[src/rtl/roulette_round_controller_if.sv]
// Handshake bundle between the keyboard/Arduino/wheel/payout side and the round controller.
// The controller connects through the slave modport; the driving environment uses master.
interface roulette_round_controller_if;
  logic       key_valid;
  logic [5:0] bet_opcode;
  logic [2:0] chip_color;
  logic       spin_done;
  logic [5:0] result_number;
  logic       payout_done;
  logic       bet_wen;
  logic [3:0] bet_idx;
  logic [7:0] bet_data;
  logic [3:0] bet_count;
  logic       spin_req;
  logic [5:0] result_latch;
  logic       payout_start;
  logic       clear_bets;
  logic       reject;
  logic [2:0] state;

  modport master (
    output key_valid, bet_opcode, chip_color, spin_done, result_number, payout_done,
    input  bet_wen, bet_idx, bet_data, bet_count, spin_req, result_latch,
           payout_start, clear_bets, reject, state
  );

  modport slave (
    input  key_valid, bet_opcode, chip_color, spin_done, result_number, payout_done,
    output bet_wen, bet_idx, bet_data, bet_count, spin_req, result_latch,
           payout_start, clear_bets, reject, state
  );
endinterface

[src/rtl/roulette_round_controller.sv]
// Sequences one roulette round (BETTING, SPIN, SETTLE, PAYOUT, HOLD, CLEAR) and
// gates decoded key presses into a counted bet-slot write port. All outputs registered.
module roulette_round_controller #(
  parameter int          MAX_BETS       = 12,
  parameter logic [31:0] SPIN_TIMEOUT   = 32'd500_000_000,
  parameter logic [31:0] DISPLAY_CYCLES = 32'd200_000_000
) (
  input logic                          clock,
  input logic                          reset,
  roulette_round_controller_if.slave   bus
);

  typedef enum logic [2:0] {
    ST_BETTING = 3'd0,
    ST_SPIN    = 3'd1,
    ST_SETTLE  = 3'd2,
    ST_PAYOUT  = 3'd3,
    ST_HOLD    = 3'd4,
    ST_CLEAR   = 3'd5
  } state_t;

  localparam logic [5:0] OP_NONE  = 6'b111111;
  localparam logic [5:0] OP_SPIN  = 6'b111110;
  localparam logic [5:0] OP_CLEAR = 6'b111101;
  localparam logic [3:0] MAX_CNT  = 4'(MAX_BETS);

  state_t      r_state,  w_state;
  logic [31:0] r_timer,  w_timer;
  logic [3:0]  r_count,  w_count;
  logic        r_bet_wen, w_bet_wen;
  logic [3:0]  r_bet_idx, w_bet_idx;
  logic [7:0]  r_bet_data, w_bet_data;
  logic        r_spin_req, w_spin_req;
  logic [5:0]  r_result, w_result;
  logic        r_payout, w_payout;
  logic        r_clear,  w_clear;
  logic        r_reject, w_reject;
  logic        w_valid_spin;

  // Pockets 0..37 only; anything above is a glitch from the wheel sensor.
  assign w_valid_spin = bus.spin_done && (bus.result_number <= 6'd37);

  always_ff @(posedge clock or negedge reset) begin
    if (!reset) begin
      r_state    <= ST_BETTING;
      r_timer    <= '0;
      r_count    <= '0;
      r_bet_wen  <= 1'b0;
      r_bet_idx  <= '0;
      r_bet_data <= '0;
      r_spin_req <= 1'b0;
      r_result   <= '0;
      r_payout   <= 1'b0;
      r_clear    <= 1'b0;
      r_reject   <= 1'b0;
    end else begin
      r_state    <= w_state;
      r_timer    <= w_timer;
      r_count    <= w_count;
      r_bet_wen  <= w_bet_wen;
      r_bet_idx  <= w_bet_idx;
      r_bet_data <= w_bet_data;
      r_spin_req <= w_spin_req;
      r_result   <= w_result;
      r_payout   <= w_payout;
      r_clear    <= w_clear;
      r_reject   <= w_reject;
    end
  end

  // Pulses are computed alongside the next state so they line up with the state they belong to.
  always_comb begin
    w_state    = r_state;
    w_timer    = r_timer;
    w_count    = r_count;
    w_bet_wen  = 1'b0;
    w_bet_idx  = r_bet_idx;
    w_bet_data = r_bet_data;
    w_spin_req = 1'b0;
    w_result   = r_result;
    w_payout   = 1'b0;
    w_clear    = 1'b0;
    w_reject   = 1'b0;

    case (r_state)
      ST_BETTING: begin
        if (bus.key_valid) begin
          case (bus.bet_opcode)
            OP_NONE: ;
            OP_SPIN: begin
              if (r_count != 4'd0) begin
                w_state    = ST_SPIN;
                w_spin_req = 1'b1;
                w_timer    = '0;
              end else begin
                w_reject = 1'b1;
              end
            end
            OP_CLEAR: begin
              w_clear = 1'b1;
              w_count = '0;
            end
            default: begin
              if ((bus.chip_color == 3'b000) || (r_count == MAX_CNT)) begin
                w_reject = 1'b1;
              end else begin
                w_bet_wen  = 1'b1;
                w_bet_idx  = r_count;
                w_bet_data = {bus.chip_color[1:0], bus.bet_opcode};
                w_count    = r_count + 4'd1;
              end
            end
          endcase
        end
      end

      ST_SPIN: begin
        w_timer = r_timer + 32'd1;
        if (w_valid_spin) begin
          // A valid result beats a timeout landing on the same cycle.
          w_result = bus.result_number;
          w_state  = ST_SETTLE;
          w_payout = 1'b1;
        end else if (r_timer == SPIN_TIMEOUT - 32'd1) begin
          w_reject = 1'b1;
          w_state  = ST_BETTING;
        end else begin
          w_spin_req = 1'b1;
        end
      end

      ST_SETTLE: w_state = ST_PAYOUT;

      ST_PAYOUT: begin
        if (bus.payout_done) begin
          w_state = ST_HOLD;
          w_timer = '0;
        end
      end

      ST_HOLD: begin
        w_timer = r_timer + 32'd1;
        if (r_timer == DISPLAY_CYCLES - 32'd1) begin
          w_state = ST_CLEAR;
          w_clear = 1'b1;
          w_count = '0;
        end
      end

      ST_CLEAR: w_state = ST_BETTING;

      default: w_state = ST_BETTING;
    endcase
  end

  assign bus.bet_wen      = r_bet_wen;
  assign bus.bet_idx      = r_bet_idx;
  assign bus.bet_data     = r_bet_data;
  assign bus.bet_count    = r_count;
  assign bus.spin_req     = r_spin_req;
  assign bus.result_latch = r_result;
  assign bus.payout_start = r_payout;
  assign bus.clear_bets   = r_clear;
  assign bus.reject       = r_reject;
  assign bus.state        = r_state;

endmodule

[src/flat_wrapper.sv]
// flat-port wrapper written by rule: the top's interface ports become plain ports
module roulette_round_controller_flat 
#(
  parameter int          MAX_BETS       = 12,
  parameter logic [31:0] SPIN_TIMEOUT   = 32'd500_000_000,
  parameter logic [31:0] DISPLAY_CYCLES = 32'd200_000_000
)
  (clock, reset, bus_key_valid, bus_bet_opcode, bus_chip_color, bus_spin_done, bus_result_number, bus_payout_done, bus_bet_wen, bus_bet_idx, bus_bet_data, bus_bet_count, bus_spin_req, bus_result_latch, bus_payout_start, bus_clear_bets, bus_reject, bus_state);
  roulette_round_controller_if bus_i ();
  input logic clock;
  input logic reset;
  input wire logic [$bits(bus_i.key_valid)-1:0] bus_key_valid;
  input wire logic [$bits(bus_i.bet_opcode)-1:0] bus_bet_opcode;
  input wire logic [$bits(bus_i.chip_color)-1:0] bus_chip_color;
  input wire logic [$bits(bus_i.spin_done)-1:0] bus_spin_done;
  input wire logic [$bits(bus_i.result_number)-1:0] bus_result_number;
  input wire logic [$bits(bus_i.payout_done)-1:0] bus_payout_done;
  output wire logic [$bits(bus_i.bet_wen)-1:0] bus_bet_wen;
  output wire logic [$bits(bus_i.bet_idx)-1:0] bus_bet_idx;
  output wire logic [$bits(bus_i.bet_data)-1:0] bus_bet_data;
  output wire logic [$bits(bus_i.bet_count)-1:0] bus_bet_count;
  output wire logic [$bits(bus_i.spin_req)-1:0] bus_spin_req;
  output wire logic [$bits(bus_i.result_latch)-1:0] bus_result_latch;
  output wire logic [$bits(bus_i.payout_start)-1:0] bus_payout_start;
  output wire logic [$bits(bus_i.clear_bets)-1:0] bus_clear_bets;
  output wire logic [$bits(bus_i.reject)-1:0] bus_reject;
  output wire logic [$bits(bus_i.state)-1:0] bus_state;
  assign bus_i.key_valid = bus_key_valid;
  assign bus_i.bet_opcode = bus_bet_opcode;
  assign bus_i.chip_color = bus_chip_color;
  assign bus_i.spin_done = bus_spin_done;
  assign bus_i.result_number = bus_result_number;
  assign bus_i.payout_done = bus_payout_done;
  assign bus_bet_wen = bus_i.bet_wen;
  assign bus_bet_idx = bus_i.bet_idx;
  assign bus_bet_data = bus_i.bet_data;
  assign bus_bet_count = bus_i.bet_count;
  assign bus_spin_req = bus_i.spin_req;
  assign bus_result_latch = bus_i.result_latch;
  assign bus_payout_start = bus_i.payout_start;
  assign bus_clear_bets = bus_i.clear_bets;
  assign bus_reject = bus_i.reject;
  assign bus_state = bus_i.state;
  roulette_round_controller #(.MAX_BETS(MAX_BETS), .SPIN_TIMEOUT(SPIN_TIMEOUT), .DISPLAY_CYCLES(DISPLAY_CYCLES)) u_core (.clock(clock), .reset(reset), .bus(bus_i));
endmodule
[config.mk]
export PLATFORM = sky130hd
export DESIGN_NAME = roulette_round_controller_flat
export DESIGN_NICKNAME = d
export VERILOG_FILES = /design/src/rtl/roulette_round_controller_if.sv /design/src/rtl/roulette_round_controller.sv /design/src/flat_wrapper.sv
export SDC_FILE = /design/constraint.sdc
export NUM_CORES = 1
export LEC_CHECK = 0
export CAP_MARGIN = 15
export CORE_MARGIN = 5
export CORE_UTILIZATION = 55
export DETAILED_ROUTE_END_ITERATION = 8
export PLACE_DENSITY = 0.9
export SLEW_MARGIN = 0
export SYNTH_ARGS = -nofsm -noshare
export SYNTH_HDL_FRONTEND = slang
export SYNTH_SLANG_ARGS = --single-unit
[constraint.sdc]
create_clock -name clock -period 5.8 [get_ports clock]
set_input_delay 1.16 -clock clock [delete_from_list [all_inputs] [get_ports clock]]
set_output_delay 1.16 -clock clock [all_outputs]
set_load 0.01 [all_outputs]
== After elaboration in Yosys (flattened, before gate mapping) ==
Index checks and enable logic that the tools add are counted.
Cells by class
  $add $sub $neg: 2
  $lt $le $gt $ge: 1
  eq/ne operators: 18
  multiplexer cells: 41
  bitwise gates (word level): 2
  reduce and logical (&&, ||, !) cells: 16
Operator list (count)
  $mux W32: 4
  $pmux W32 S3: 1
  $add A32 B1 Y32 const B: 1
  $eq A32 B28 Y1 const B: 1
  $eq A32 B29 Y1 const B: 1
  $mux W3: 7
  $mux W1: 19
  $eq A6 B6 Y1 const B: 3
  $pmux W4 S2: 2
  $pmux W3 S5: 1
  $mux W4: 3
  $reduce_and A5 Y1: 2
  $ne A2 B2 Y1 const B: 4
  $pmux W1 S2: 4
  $eq A3 B2 Y1 const B: 2
  $le A6 B6 Y1 const B: 1
  $logic_not A3 Y1: 2
  $reduce_and A6 Y1: 1
  $reduce_or A2 Y1: 3
  $add A4 B1 Y4 const B: 1
  $eq A4 B4 Y1 const B: 1
  $ne A2 B1 Y1 const B: 2
  $reduce_and A4 Y1: 1
  $reduce_bool A4 Y1: 1
  other kinds (11): 12
Storage, ports and cells
  flip-flop bits (word level): 62
  output and inout bits: 30

== Logic depth before layout (Yosys ltp) ==
Gate-level depths: netlist of the first run.
  depth after elaboration: 6
  gate-level depth with buffers: 9
  depth with buffers taken out: 7

== Worst setup path before layout of the first run ==
OpenSTA, ideal clock, no wires.
  kind: input to register
  from: input bus_bet_opcode[4]
  to: register u_core.r_timer[22]
  arrival: 2.598 ns
  setup slack: 3.125 ns
  stages: 7
  path buffers: 2
  path through: and4_1 buf_6 nand4b_4 a21o_1 buf_6 or4_1 a21oi_1
Between the ends
  longest elaborated chain between the ends: 3
RTL lines
  start: declaration: line flat_wrapper.sv:13  | input wire logic [$bits(bus_i.bet_opcode)-1:0] bus_bet_opcode;
  $eq A6 B6 Y1: line roulette_round_controller.sv:88  | case (bus.bet_opcode)
  $ne A2 B2 Y1 (no source line)
  $reduce_and A5 Y1 (no source line)
  end signal: assignment: line roulette_round_controller.sv:58  | r_timer <= w_timer;
  end: declaration: line roulette_round_controller.sv:28  | logic [31:0] r_timer, w_timer;
No other way between the ends.
A chain may end at the register's enable or synchronous reset.

== Final worst setup path of the first run ==
  from: input bus_bet_opcode[5]
  to: register u_core.r_timer[12]
The elaborated chain is that of the path after synthesis.

==> results of run 1 <==
[logic make-up after synthesis]
group	synth area share, %
multiplexers	5.893
XOR/XNOR	1.273
adder cells (fa/ha/maj)	1.091
buffers and inverters	6.002
AND/OR/NAND/NOR	22.99
AO/OA/AOI/OAI	17.64
flip-flops	45.11
[placed cells by master, fill, tap and decap left out, types with 12 or more instances in the layout]
cell type / synthesis / routed
clkdlybuf4s50_1: 0 / 48
mux2_2: 18 / 18
dfrtp_1: 62 / 62
a21oi_1: 17 / 17
nand4_1: 17 / 17
o21ai_0: 32 / 32
nand3_1: 16 / 16
clkbuf_8: 3 / 12
nand2_1: 21 / 21
nor2_1: 22 / 22
[power by group]
| part | leakage (nW) | switching, mW | total (mW) | internal (mW) |
|---|---|---|---|---|
| registers | 0.818 | 0.0905 | 0.622 | 0.532 |
| clock network | 0.0914 | 0.155 | 0.340 | 0.185 |
| logic | 0.665 | 0.353 | 0.676 | 0.324 |
| total | 1.57 | 0.599 | 1.64 | 1.04 |
[synth_stat cells, types with 3 or more instances]
cell type,count,area share (%)
and2_1,3,0.55
or3_1,6,1.1
nor3_1,7,1.0
or4_1,5,1.1
nand2b_1,4,0.73
clkbuf_8,3,1.2
nor2_1,22,2.4
buf_4,5,1.1
o21a_1,3,0.65
a2111oi_0,3,0.76
clkbuf_1,6,0.65
nand3_1,16,2.3
a21oi_1,17,2.5
a31oi_1,5,0.91
nand2_1,21,2.3
mux2_2,18,5.9
nand4_1,17,3.1
a22o_1,5,1.3
ha_1,3,1.1
o41ai_1,4,1.0
buf_6,4,1.3
o31ai_1,10,2.2
dfrtp_1,62,45
and3_1,4,0.73
and4_1,4,1.0
xnor2_1,5,1.3
o21ai_0,32,4.7
inv_1,7,0.76
[cell type report]
class,instances,share of cell area [%]
multi-input cells,248,41.83
repair buffers,50,12.26
well taps,75,2.334
flip-flops and latches,62,38.59
clock inverters,1,0.1245
clock buffers,13,4.202
inverters,7,0.6536
[per-layer routing]
| layer | routed length (µm) | part of all wire (%) |
|---|---|---|
| met5 | 0 | 0 |
| met3 | 590 | 7.4 |
| met2 | 3789 | 47 |
| met4 | 133 | 1.7 |
| met1 | 3470 | 43 |
[flip-flops by register name, indices dropped and copies added, names as in the netlist, 3 cells and up]
register,cells
u_core.bus.bet_count,4
u_core.bus.bet_data,8
u_core.bus.state,3
u_core.r_timer,32
u_core.bus.result_latch,6
u_core.bus.bet_idx,4
[worst max-delay path by stage]
| stage | startpoint | endpoint |
|---|---|---|
| after CTS | bus_bet_opcode[5] | u_core.r_timer[12] |
| after floorplan | bus_bet_opcode[4] | u_core.r_timer[22] |
| final | bus_bet_opcode[5] | u_core.r_timer[12] |
| after global placement | bus_bet_opcode[4] | u_core.r_timer[12] |
| after global routing | bus_bet_opcode[5] | u_core.r_timer[12] |
| after detailed placement | bus_bet_opcode[5] | u_core.r_timer[12] |
[worst max-delay path: cells and delay by family]
kind                   cells  cell delay (ps)
AO/OA/AOI/OAI              1              560
buffers and inverters      1              490
AND/OR/NAND/NOR            4             1650
[per-stage QoR]
step	instance area, µm²	util [%]
floorplan	3440	-
global placement	3846	64.20
detailed placement	3846	64.20
CTS	4020	67.11
global route	4020	67.11
finish	4020	67.11
==> results.md, run 1 <==
- Die area: 0.007935 mm²
- First-pass iteration count of the detailed router: 5
- Area Overhead vs Synth: 16.88%
- Tmin final: 3700 ps
- Critical-path cell list: clkdlybuf4s50_1 > and4_1 > nand4b_4 > a21o_1 > nor2_1 > nor2_1
- Inst Count DP: 442
- Die height: 89.08 µm
- Die width: 89.08 µm
- Pwr/cell area: 407.6 mW/mm²
- Drt total wl: 7984 µm
- Fmax: 0.2703 GHz
- Worst Reg-to-Reg Cells: 7
- Register area: 0.001551 mm²
- CP Class: in2reg
- Synth warn: 0
- CTS buffer count: 9
- Non-filler cells, final: 456
- Starting Density: 57.41%
- Root buf cell: clkbuf_8
- Fin Clk Skew: 9.073 ps
- Worst Hold End: u_core.bus.result_latch[4]
- Critical path startpoint category: input port
- Number of routed nets with antenna violations: 0
- M2 GR Usage: 33.89%
- Syn_nets: 362
- Gr ovfl total: 0
- Vias: 2860
- Leakage: 1.575 nW
- Most used cell, CP: nor2_1
- Netlist cell types: 58
- WP data required: 5980 ps
- Routability cong.: 0.9055
- Fin Setup TNS: 0 ps
- H-tree depth: 3
- Post-CTS Repair Setup Buffers: 0
- Diode count: 0
- Hold Crit Class: reg2reg
- Hold buffer count at CTS: 0
- Dpl hpwl: 5488 µm
- Via density: 6.272
- CTS-repair resized insts: 0
- CTS Buffer Depth: 2
- Slew Limit Fails: 0
- Critical Path Sink Type: flip-flop
- Later-pin clock latency in the skew report: 340 ps
- Post-route clock period utilization: 63.79%
- Post-synth EDFFs: 0
- Synth async-reset ratio: 100.0%
- # DRC: 0
- Nets@finish: 401
- Worst hold slack: 504.7 ps
- I/O Buffers: 49
- Reg2reg setup slack: 2760 ps
- Largest net degree at the start of global routing: 63
- Ports: 50
- Clock Pin Slew Worst Setup and Hold Paths: 60 ps
- Worst r2r dst: u_core.r_timer[31]
- Multi-input gate area: 0.001682 mm²
- CTS sink cnt: 62
- Outcome: completed
- Syn avg cell area: 10.15 µm²
- Final Hold Violating Endpoints: 0
- Reg2reg start: u_core.bus.bet_count[0]
- Antenna violations before repair: 0
- Vias in the first global route: 2702
- Max-cap violations: 0
- Critical Path AT: 3880 ps
- Worst Tran Pin Value: 1073 ps
- Cell count after synthesis: 339
- Setup WS post-layout: 2100 ps
- Power Total: 1.639 mW
- RSZ-0062 raised after global routing: false
- Area of the core: 0.005991 mm²
- CP peak stage delay: 970 ps
- Final setup fails: 0
- Critical-path top delay cell: nor2_1
- Met1 usage in global routing: 30.01%
- Hold depth: 1
- Area of the mapped netlist: 0.003440 mm²
- Hold Crit Start: u_core.bus.result_latch[4]
- Fillers: 441
- Crit-path max FO: 39
- GRT busiest layer: met2
- Proportion of layout cells with a drive suffix above 1: 13.12%
- CTS tree: done
- Slew margin rel.: 27.89%
- Synth Register Bits: 62
- Initial drt markers: 305
- Num rows: 28
- Wirelength per Cell: 17.51 µm
- Sequential fraction of the synthesis area: 45.11%
- Total Routing Usage GR: 21.77%
- First-pass GRT wire length: 13380 µm
- Max rail drop VDD: 0.0002726 V
- Met3 usage: 4.700%
- Setup slack at placement: 1753 ps
- Primary FF master, synth: dfrtp_1
(Power assumes the default switching activity.)
==> run 2, diff against run 1 <==
==> constraint.sdc (replaced) <==
create_clock -name clock -period 3.47 [get_ports clock]
set_input_delay 0.694 -clock clock [delete_from_list [all_inputs] [get_ports clock]]
set_output_delay 0.694 -clock clock [all_outputs]
set_load 0.01 [all_outputs]
==> run 2 against run 1 <==
Clock skew increased by 5.1 ps. Count of clock-buffer cells in the layout decreased by 2. Flip-flop and latch count unchanged. Critical path type unchanged. Design area increased by 0.37%. Wire length decreased by 0.44%. Clock power increased by 60%. Hold slack got worse by 240 ps. Final cell count increased by 1.1%. Via count increased by 1.3%. Die area unchanged. Total power increased by 68%.
==> results.md, run 2 (synthesis gave the netlist of run 1 again) <==
- Dpl cell area: 0.003869 mm² (+0.59%)
- Largest net degree at the start of global routing: 48 (-24%)
- Worst Tran Pin Value: 773.7 ps (-299.0 ps)
- Top reg by flops: u_core.r_timer
- Fin Clk Skew: 14.21 ps (+5.139 ps)
- Reg2reg start: u_core.bus.bet_count[1]
- Via density: 6.282 (+0.16%)
- CP peak stage delay: 500 ps (-470 ps)
- Diode count: 0 (unchanged)
- Worst Reg-to-Reg Cells: 9 (+2)
- Final setup fails: 0 (unchanged)
- Die height: 89.08 µm (unchanged)
- Area Overhead vs Synth: 17.32%
- CTS tree: done
- Proportion of layout cells with a drive suffix above 1: 14.25% (+1.1 points)
- Die area: 0.007935 mm² (unchanged)
- Setup slack at placement: 332.0 ps (-1421 ps)
- CTS-repair resized insts: 0 (unchanged)
- Reg2reg setup slack: 680 ps (-2080 ps)
- CP Launch Point: bus_bet_opcode[5]
- Root buf cell: clkbuf_8
- Most common cell after layout, fill and taps aside: dfrtp_1
- First-pass GRT wire length: 13730 µm (+2.6%)
- Fmax: 0.3584 GHz
- Num rows: 28 (unchanged)
- Pwr/cell area: 681.2 mW/mm² (+67%)
- Worst r2r dst: u_core.r_timer[31]
- Initial drt markers: 259 (-15%)
- Crit-path max FO: 27 (-31%)
- Hold buffer count at CTS: 0 (unchanged)
- Design Area, Final: 0.004035 mm² (+0.37%)
- Critical Path Sink Type: flip-flop
- Max rail drop VDD: 0.0004525 V (+66%)
- Antenna violations before repair: 0 (unchanged)
- Later-pin clock latency in the skew report: 340 ps (about the same)
- RSZ-0062 raised after global routing: false
- First-pass iteration count of the detailed router: 5 (unchanged)
- Starting Density: 57.41% (unchanged)
- Nets@finish: 404 (+0.75%)
- Commonest non-fill, non-tap cells in the layout: dfrtp_1 (62), clkdlybuf4s50_1 (48), o21ai_0 (32), nor2_1 (22), nand2_1 (21)
- CP Class: in2reg
- Critical path startpoint category: input port
- Total Routing Usage GR: 22.39% (+0.63 points)
- Dpl hpwl: 5564 µm (+1.4%)
- I/O Buffers: 49 (unchanged)
- Final Hold Violating Endpoints: 0 (unchanged)
- Worst hold slack: 261.6 ps (-243.1 ps)
- Inst Count DP: 445 (+0.68%)
- Slew margin rel.: 48.25% (+20 points)
- CTS Buffer Depth: 2 (unchanged)
- Routability cong.: 1.015 (+12%)
- WP data required: 3730 ps (-2250 ps)
- Met3 usage: 6.359% (+1.7 points)
- Setup crit end: u_core.r_timer[31]
- Ports: 50 (unchanged)
- Die width: 89.08 µm (unchanged)
- Vias: 2896 (+1.3%)
- Drt total wl: 7949 µm (-0.44%)
- # DRC: 0 (unchanged)
- Gr ovfl total: 0 (unchanged)
- Number of routed nets with antenna violations: 0 (unchanged)
- Post-route clock period utilization: 80.41%
- M2 GR Usage: 35.77% (+1.9 points)
- Slew Limit Fails: 0 (unchanged)
- Met1 usage in global routing: 29.10% (-0.91 points)
- Wirelength per Cell: 17.24 µm (-1.5%)
- Area of the core: 0.005991 mm² (unchanged)
- Critical-path top delay cell: clkdlybuf4s50_1
- GRT busiest layer: met2
- Setup WS post-layout: 679.7 ps (-1420 ps)
- Vias in the first global route: 2824 (+4.5%)
- Critical-path cell list: clkdlybuf4s50_1 > and4_1 > nand4b_4 > a21o_1 > buf_4 > or3_1 > a21oi_1
- Hold Crit Class: in2async
- Clock Pin Slew Worst Setup and Hold Paths: 70 ps (about the same)
- Leakage: 1.591 nW (+1.0%)
- CTS sink cnt: 62 (unchanged)
- Critical Path AT: 3050 ps (-830 ps)
- Tmin final: 2790 ps
- Max-cap violations: 0 (unchanged)
- Non-filler cells, final: 461 (+1.1%)
- Max reg flops: 32 (unchanged)
- Fin Setup TNS: 0 ps (unchanged)
- CTS buffer count: 9 (unchanged)
- Post-CTS Repair Setup Buffers: 0 (unchanged)
- H-tree depth: 3 (unchanged)
- Outcome: completed
run 2: cell count changes in the layout (fill, tap and decap cells not counted), sizes merged:
cell	change
clkinv	+4
buf	+3
clkbuf	-2
run 2: worst min path at each step:
stage                          startpoint                          to
3_5_place_dp   u_core.bus.result_latch[5]  u_core.bus.result_latch[5]
2_1_floorplan                       reset     u_core.bus.bet_count[0]
6_report                            reset  u_core.bus.result_latch[0]
3_3_place_gp   u_core.bus.result_latch[5]  u_core.bus.result_latch[5]
5_1_grt                             reset  u_core.bus.result_latch[0]
4_1_cts                             reset  u_core.bus.result_latch[0]
run 2: cell type report:
class                      count  area, µm²
clock buffer                  11      141.4
clock inverter                 5      25.02
fill                         446       1956
inverter                       7      26.28
multi-input combinational    248       1682
sequential                    62       1551
tap                           75      93.84
timing repair buffer          53      515.5
run 2: per-stage QoR:
step                util (%)  power, mW
floorplan                  -      1.769
global placement       64.58      2.161
detailed placement     64.58      2.210
CTS                    67.36      2.767
global route           67.36      2.932
finish                 67.36      2.749
run 2: critical path: cells and delay by family:
kind                   cells  cell delay [ps]
and+or+nand+nor            3              910
AOI/OAI and AO/OA          2              640
buffers and inverters      2              800
run 2: layer usage:
layer / part of all wire, % / vias up
li1: - / 1373
met1: 42 / 1383
met2: 48 / 126
met3: 8.2 / 14
met4: 1.7 / 0
met5: 0 / -
run 2: where the power goes:
part / leakage [nW] / internal (mW) / switching, mW / total (mW)
Clock: 0.0926 / 0.272 / 0.270 / 0.543
Combinational: 0.680 / 0.565 / 0.600 / 1.16
Sequential: 0.818 / 0.889 / 0.153 / 1.04
Total: 1.59 / 1.73 / 1.02 / 2.75
==> run 3, diff against run 2 <==
==> constraint.sdc (replaced) <==
create_clock -name clock -period 2.85 [get_ports clock]
set_input_delay 0.57 -clock clock [delete_from_list [all_inputs] [get_ports clock]]
set_output_delay 0.57 -clock clock [all_outputs]
set_load 0.01 [all_outputs]
==> run 3 against run 2 <==
Wire length grew 3.2%. Die area is the same. Count of clock-buffer cells in the layout shrank 1. Total power grew 27%. Via count grew 3.4%. Largest cell class unchanged.
==> results.md, run 3 (synthesis gave the netlist of run 1 again) <==
- Via density: 6.400 (+1.9%)
- CTS-repair resized insts: 0 (unchanged)
- Leakage: 1.626 nW (+2.2%)
- Starting Density: 57.41% (unchanged)
- Max-cap violations: 0 (unchanged)
- Critical-path cell list: inv_1 > ha_1 > nor3b_1 > nand4b_4 > a21o_1 > buf_4 > o21ai_0 > a21oi_1
- Largest net degree at the start of global routing: 63 (+31%)
- Ports: 50 (unchanged)
- CP peak stage delay: 510 ps (about the same)
- Nets@finish: 411 (+1.7%)
- Fmax: 0.4024 GHz
- Inst Count DP: 452 (+1.6%)
- Reg2reg start: u_core.bus.bet_count[0]
- Sw power: 1.289 mW (+26%)
- CTS sink cnt: 62 (unchanged)
- Buf+Inv Stages, Crit Path: 2 (unchanged)
- Clock Pin Slew Worst Setup and Hold Paths: 70 ps (about the same)
- Fin Clk Skew: 8.326 ps (-5.886 ps)
- Critical path startpoint category: flip-flop
- Diode count: 0 (unchanged)
- Design Area, Final: 0.004124 mm² (+2.2%)
- Top delay family on crit path: compound AO/OA/AOI/OAI gates
- Vias: 2995 (+3.4%)
- Critical Path AT: 2740 ps (-310 ps)
- Setup WS post-layout: 364.7 ps (-315.0 ps)
- Proportion of layout cells with a drive suffix above 1: 15.78% (+1.5 points)
- Num rows: 28 (unchanged)
- Max reg flops: 32 (unchanged)
- Later-pin clock latency in the skew report: 340 ps (about the same)
- Slew margin rel.: 53.08% (+4.8 points)
- Worst Tran Pin Value: 703.7 ps (-69.95 ps)
- Power Total: 3.500 mW (+27%)
- Slew Limit Fails: 0 (unchanged)
- Util after Layout: 68.84% (+1.5 points)
- Critical Path Sink Type: flip-flop
- Combinational share of power: 42.5% (about the same)
- Routability cong.: 0.9084 (-10%)
- Commonest non-fill, non-tap cells in the layout: dfrtp_1 (62), clkdlybuf4s50_1 (48), o21ai_0 (32), nor2_1 (22), nand2_1 (21)
- Top reg by flops: u_core.r_timer
- Post-CTS Repair Setup Buffers: 0 (unchanged)
- Pwr/cell area: 848.7 mW/mm² (+25%)
- Hold Crit Class: in2async
- Clock Power Share: 21.3% (+1.6 points)
- # DRC: 0 (unchanged)
- I/O Buffers: 49 (unchanged)
- Reg2reg setup slack: 360 ps (-320 ps)
- Final Hold Violating Endpoints: 0 (unchanged)
- Wirelength per Cell: 17.53 µm (+1.6%)
- Worst hold slack: 225.3 ps (-36.25 ps)
- Post-route clock period utilization: 87.20%
- Drt total wl: 8202 µm (+3.2%)
- Number of routed nets with antenna violations: 0 (unchanged)
- Root buf cell: clkbuf_8
- Worst path depth: 8 (+1)
- Setup slack at placement: 89.11 ps (-242.9 ps)
- Crit-path max FO: 21 (-22%)
- CP Class: reg2reg
- Internal: 2.211 mW (+28%)
- Total Routing Usage GR: 22.15% (-0.25 points)
- Area Overhead vs Synth: 19.90%
- Area of the core: 0.005991 mm² (unchanged)
- Critical-path top delay cell: a21o_1
- WP data required: 3110 ps (-620 ps)
- Worst r2r dst: u_core.r_timer[27]
- CTS tree: done
- Fillers: 430 (-3.6%)
- Outcome: completed
- Die height: 89.08 µm (unchanged)
- Vias in the first global route: 2897 (+2.6%)
- First-pass iteration count of the detailed router: 5 (unchanged)
- CTS buffer count: 9 (unchanged)
- CP Launch Point: u_core.bus.bet_count[0]
- Fin Setup TNS: 0 ps (unchanged)
- CTS Buffer Depth: 2 (unchanged)
- Switching part of the total power: 36.84% (-0.39 points)
- Setup crit end: u_core.r_timer[27]
- Die area: 0.007935 mm² (unchanged)
- Initial drt markers: 223 (-14%)
- Antenna violations before repair: 0 (unchanged)
- H-tree depth: 3 (unchanged)
- First-pass GRT wire length: 13490 µm (-1.8%)
- Worst Reg-to-Reg Cells: 8 (-1)
- Tmin final: 2485 ps
- Non-filler cells, final: 468 (+1.5%)
- Dpl cell area: 0.003934 mm² (+1.7%)
- Gr ovfl total: 0 (unchanged)
- Final setup fails: 0 (unchanged)
- Hold buffer count at CTS: 0 (unchanged)
- RSZ-0062 raised after global routing: false
- Die width: 89.08 µm (unchanged)
- Dpl hpwl: 5615 µm (+0.92%)
- Max rail drop VDD: 0.0005523 V (+22%)
- Sequential power share: 36.2% (-1.7 points)
- Most common cell after layout, fill and taps aside: dfrtp_1
run 3: cell types whose count changed in the layout (fill, tap and decap cells not counted):
cell | before | now
buf_12 | 0 | 1
buf_4 | 4 | 10
bufinv_16 | 0 | 1
clkbuf_8 | 10 | 9
clkinv_2 | 5 | 2
clkinvlp_4 | 0 | 3
run 3: cell type report:
cell class,count,area (µm²),share of cell area (%)
Clock buffer,10,127.6,3.095
Clock inverter,6,62.56,1.517
Inverter,7,26.28,0.6371
Multi-Input combinational cell,248,1682,40.78
Sequential cell,62,1551,37.62
Tap cell,75,93.84,2.275
Timing Repair Buffer,60,580.6,14.08
run 3: how the worst min path moves through the flow:
stage / from / to / slack (ps) / depth (start not counted)
after detailed placement: u_core.bus.result_latch[5] / u_core.bus.result_latch[5] / 490 / 2
after global routing: reset / u_core.bus.payout_start / 250 / 2
after floorplan: reset / u_core.bus.bet_count[0] / 270 / 0
final: reset / u_core.bus.result_latch[1] / 230 / 2
after CTS: reset / u_core.bus.payout_start / 240 / 2
after global placement: u_core.bus.result_latch[5] / u_core.bus.result_latch[5] / 470 / 2
run 3: metal layers:
layer | share of wire (%) | global-route usage (%) | up-vias
met5 | 0 | 0 | -
met2 | 48 | 35.10 | 154
met4 | 1.8 | 9.472 | 0
li1 | - | - | 1381
met3 | 9.2 | 7.005 | 22
met1 | 41 | 27.99 | 1438
run 3: worst register-to-register path, cell delays in order (launching register included):
cell	delay, ps
dfrtp_1	450
inv_1	100
ha_1	200
nor3b_1	390
nand4b_4	260
a21o_1	510
buf_4	240
o21ai_0	100
a21oi_1	160
run 3: power by group through the flow:
stage | sequential, mW | clock (mW) | combinational [mW]
floorplan | 1.32 | 0 | 0.837
global placement | 1.26 | 0 | 1.42
detailed placement | 1.28 | 0 | 1.47
CTS | 1.27 | 0.756 | 1.49
global route | 1.30 | 0.801 | 1.61
finish | 1.27 | 0.744 | 1.49
